`src/rtl/usb_data_buffer.sv`:
```
// usb_data_buffer: shared 64-byte byte FIFO between usb_rx/usb_tx and the AHB-lite slave.
// Either producer may push, either consumer may pop, and flush/clear empties the FIFO
// without touching the stored bytes. The head byte is shown first-word-fall-through.
module usb_data_buffer #(
  parameter int unsigned DEPTH = 64,
  parameter int unsigned OCC_W = 7
) (
  input  logic             clk,
  input  logic             n_rst,
  input  logic             store_rx_packet_data,
  input  logic [7:0]       rx_packet_data,
  input  logic             flush,
  input  logic             store_tx_data,
  input  logic [7:0]       tx_data,
  input  logic             clear,
  input  logic             get_rx_data,
  input  logic             get_tx_packet_data,
  output logic [7:0]       rx_data,
  output logic [7:0]       tx_packet_data,
  output logic [OCC_W-1:0] buffer_occupancy
);

  localparam int unsigned AW = $clog2(DEPTH);
  localparam logic [OCC_W-1:0] FULL_CNT = OCC_W'(DEPTH);

  logic [7:0]       mem_q [DEPTH];
  logic [AW-1:0]    wptr_q, wptr_d;
  logic [AW-1:0]    rptr_q, rptr_d;
  logic [OCC_W-1:0] occ_q, occ_d;

  logic       push_req_c, pop_req_c, flush_req_c;
  logic       empty_c, full_c;
  logic       pop_ok_c, push_ok_c, wr_en_c;
  logic [7:0] wdata_c;
  logic [7:0] head_c;

  // Request decode: rx byte wins over tx byte; a pop on empty is dropped, and a push
  // on full is accepted only when a pop frees a slot in the same cycle.
  always_comb begin
    push_req_c  = store_rx_packet_data | store_tx_data;
    pop_req_c   = get_rx_data | get_tx_packet_data;
    flush_req_c = flush | clear;
    wdata_c     = store_rx_packet_data ? rx_packet_data : tx_data;
    empty_c     = (occ_q == '0);
    full_c      = (occ_q == FULL_CNT);
    pop_ok_c    = pop_req_c & ~empty_c;
    push_ok_c   = push_req_c & (~full_c | pop_ok_c);
    wr_en_c     = push_ok_c & ~flush_req_c;
  end

  // Next-state for pointers and occupancy; flush/clear overrides everything.
  always_comb begin
    wptr_d = wptr_q;
    rptr_d = rptr_q;
    occ_d  = occ_q;
    if (flush_req_c) begin
      wptr_d = '0;
      rptr_d = '0;
      occ_d  = '0;
    end else begin
      if (push_ok_c) wptr_d = wptr_q + AW'(1);
      if (pop_ok_c)  rptr_d = rptr_q + AW'(1);
      case ({push_ok_c, pop_ok_c})
        2'b10:   occ_d = occ_q + OCC_W'(1);
        2'b01:   occ_d = occ_q - OCC_W'(1);
        default: occ_d = occ_q;
      endcase
    end
  end

  // Pointer and occupancy registers.
  always_ff @(posedge clk or negedge n_rst) begin
    if (!n_rst) begin
      wptr_q <= '0;
      rptr_q <= '0;
      occ_q  <= '0;
    end else begin
      wptr_q <= wptr_d;
      rptr_q <= rptr_d;
      occ_q  <= occ_d;
    end
  end

  // Byte storage; cleared only by reset, never by flush/clear.
  always_ff @(posedge clk or negedge n_rst) begin
    if (!n_rst) begin
      for (int i = 0; i < int'(DEPTH); i++) mem_q[i] <= 8'h00;
    end else if (wr_en_c) begin
      mem_q[wptr_q] <= wdata_c;
    end
  end

  // Fall-through head byte, forced to zero while empty.
  always_comb begin
    head_c = empty_c ? 8'h00 : mem_q[rptr_q];
  end

  assign rx_data          = head_c;
  assign tx_packet_data   = head_c;
  assign buffer_occupancy = occ_q;

endmodule
```
`config.mk`:
```
export PLATFORM = sky130hd
export DESIGN_NAME = usb_data_buffer
export DESIGN_NICKNAME = d
export VERILOG_FILES = /design/src/rtl/usb_data_buffer.sv
export SDC_FILE = /design/constraint.sdc
export NUM_CORES = 1
export LEC_CHECK = 0
export CAP_MARGIN = 20
export CORE_MARGIN = 3
export CORE_UTILIZATION = 35
export DETAILED_ROUTE_END_ITERATION = 6
export PLACE_DENSITY = 0.49
export REMOVE_ABC_BUFFERS = 1
export SLEW_MARGIN = 20
export SYNTH_ARGS = -nofsm -noshare
export SYNTH_HDL_FRONTEND = slang
export SYNTH_SLANG_ARGS = --single-unit
```
`constraint.sdc`:
```
create_clock -name clk -period 3.3 [get_ports clk]
set_input_delay 0.495 -clock clk [delete_from_list [all_inputs] [get_ports clk]]
set_output_delay 0.495 -clock clk [all_outputs]
set_load 0.005 [all_outputs]
```
==> out/metrics.cfg <==
[synth]
yosysMostFrequentCell=dfrtp_1
synthTopCellsByArea=dfrtp_1 (54%), mux4_2 (9.8%), o21ai_0 (7.5%)
ys_seq_elements=531
synth_edf_count=0
synth_commonest_cells=dfrtp_1 (531), nand2_1 (415), o21ai_0 (371)
async_reset_ff_share_pct=100
yosysTopAreaCellShare_pct=53.6
synth_ff_type=dfrtp_1
synth_area_um2=24800
yosysUniqueCellTypes=60
synth_top_cell_by_area=dfrtp_1
seq_area_frac_synth_pct=53.6
avgSynthCellArea_um2=11.0
ys.warnings.count=0
postSynthCellCount=2254

[routing]
wl_met1_um=33300
vias_per_cell=5.15
highest_layer=met4
routedWlPerCell_um=21.3
wl_met3_um=3060
drtIter0Drc=1110
ant_nets=0
via_count=17018
dr.pass1.iters=5
drc_errors=0
drt-total-wl_um=70400
wl_met2_um=31900

[outcome]
outcome=finished, violations left
violations=negative setup slack

[finish]
diodes=0
area_growth_pct=17.1
final_layout_size_suffix_gt1_share_pct=23.0
fillers=6605
multi_input_area_um2=10500
regArea_um2=13300
nets=2354
fin_area_um2=29000

[worst_setup_path]
critPathLaunch=rptr_q[0]$_DFFE_PN0P_
critPathKind=reg -> out
reg2reg_to=buffer_occupancy[4]$_DFFE_PN0P_
r2r_start=buffer_occupancy[4]$_DFFE_PN0P_
worstRegToRegCells=10
worstPathRequired_ns=2.80
critPathMaxFanout=5
cp.arrival_ns=3.04
start_kind=flip-flop
rrSetupSlack_ns=0.39
cp-end-kind=primary output

[global_routing]
grt_overflow=0
grt_pass1_wl_um=109000
grt_pass1_vias=17076
grt_antenna_before_repair=0
grt_max_degree=98
grt_use_total_pct=19.2

[clock_network]
cts_root_buf=clkbuf_16
path_clk_slew_ns=0.06
h-tree-depth=2
cts-buffers-inserted=57
cts_tree=done
numClockSinks=531
clock_latency_ns=0.63
clockBufferDepth=3

[sta]
whs_ns=0.422
max_freq_mhz=283
rsz0062_at_grt=true
hold_viol_final=0
setup_viol=16
worst_slack_ns=-0.231
worst_slew_pin_slew_ns=0.738
fin_crit_ns=3.53
slew_headroom_pct=50.8
post-route-period-util_pct=107
drv_slew=0
fin_skew_ns=0.0233

[floorplanning]
io_pins=47
dieArea_um2=74100
core_area_um2=69400
fp.dieH_um=272
dieWidth_um=272
fp-row-count=96
start_util_pct=35.7

[place]
port-buffer-count=46
gp_congestion=0.791
dpl.hpwl_um=46100
placed_area_um2=26300
pre_cts_slack_ns=-0.0523

[power]
p_leak_nw=13.0
finalPower_mw=14.5
pwr_density_cell_nw_per_um2=499
vdd_drop_max_uv=406

[worst_hold_path]
worstHoldPathType=in -> async

[flow_run]
max_cap_viol_count=0

flip-flops by register name, summed over array words and instances (netlist names):
| register | count |
|---|---|
| buffer_occupancy | 7 |
| mem_q | 512 |
| rptr_q | 6 |
| wptr_q | 6 |
routing by layer:
| layer | GRT usage (%) | vias to the layer above |
|---|---|---|
| met5 | 0 | - |
| met4 | 5.65 | 0 |
| met3 | 3.10 | 102 |
| met2 | 29.6 | 319 |
| met1 | 27.9 | 8577 |
| li1 | - | 8020 |
power by group:
| part | internal, mW | switching (mW) | leakage (nW) |
|---|---|---|---|
| Clock | 3.66 | 2.69 | 0.922 |
| Combinational | 0.623 | 0.843 | 4.65 |
| Sequential | 6.60 | 0.0558 | 7.38 |
| Total | 10.9 | 3.59 | 13.0 |
timing repair:
| item | 4_1_cts | 5_1_grt |
|---|---|---|
| setup buffers | 34 | 9 |
| gates cloned | 6 | 0 |
| hold buffers | 1 | 0 |
| endpoints found under the hold margin | 57 | 0 |
| pin swaps | 30 | 18 |
| gates resized for setup | 128 | 22 |
| endpoints found under the setup margin | 16 | 16 |
critical path, stage by stage, from the launching register on:
cell	delay, ns
dfrtp_4	0.50
buf_12	0.15
buf_12	0.12
buf_12	0.13
mux4_2	0.41
a22o_1	0.26
a221o_1	0.31
a21oi_2	0.17
buf_6	0.14
o2bb2ai_4	0.07
buf_2	0.14
stage by stage:
stage / utilization (%) / setup TNS (ns) / instances
6_report: 41.8 / -3.22 / 3304
5_1_grt: 41.8 / -4.35 / 3304
4_1_cts: 41.6 / -3.95 / 3296
3_5_place_dp: 37.9 / -0.165 / 3150
3_3_place_gp: 37.9 / -0.103 / 3150
2_1_floorplan: - / -54.06 / 2059
cell type report:
cell class / instances / share of cell area, %
clock inverters: 19 / 0.633
multi-input cells: 1523 / 36.1
inverters: 5 / 0.0646
well taps: 931 / 4.01
flip-flops and latches: 531 / 45.8
repair buffers: 208 / 7.62
clock buffers: 87 / 5.78
worst max path at each step:
stage | to | depth (start not counted)
3_5_place_dp | rx_data[0] | 8
2_1_floorplan | rx_data[1] | 4
6_report | tx_packet_data[2] | 10
4_1_cts | tx_packet_data[2] | 10
5_1_grt | tx_packet_data[6] | 10
3_3_place_gp | rx_data[0] | 8
cell families after synthesis:
logic type,after synthesis,synth area share [%]
XOR/XNOR,17,0.601
multiplexers,176,12.7
buffers and inverters,200,5.80
adder cells (fa/ha/maj),4,0.202
flip-flops,531,53.6
AO/OA/AOI/OAI,628,13.8
AND/OR/NAND/NOR,698,13.3
layout by cell type (no fill, tap or decap), types with 6 or more instances in the layout:
cell	count
clkbuf_1	16
buf_16	7
a31oi_1	13
o21ai_2	18
o221ai_1	6
buf_6	9
mux2i_4	8
clkbuf_8	14
nand2_4	46
mux2i_1	36
clkinv_2	11
nand2_1	412
buf_4	112
a22oi_2	14
nor3_1	7
mux2_2	24
buf_12	30
a21oi_2	8
nor2_1	165
xor2_1	9
clkbuf_16	57
and3_4	6
o21ai_0	367
o22ai_1	9
dfrtp_1	528
o211ai_1	6
nor2b_1	11
clkdlybuf4s50_1	29
mux4_2	108
xnor2_1	8
buf_2	14
a21oi_1	148
No activity file was read; power rests on OpenSTA's default activity.
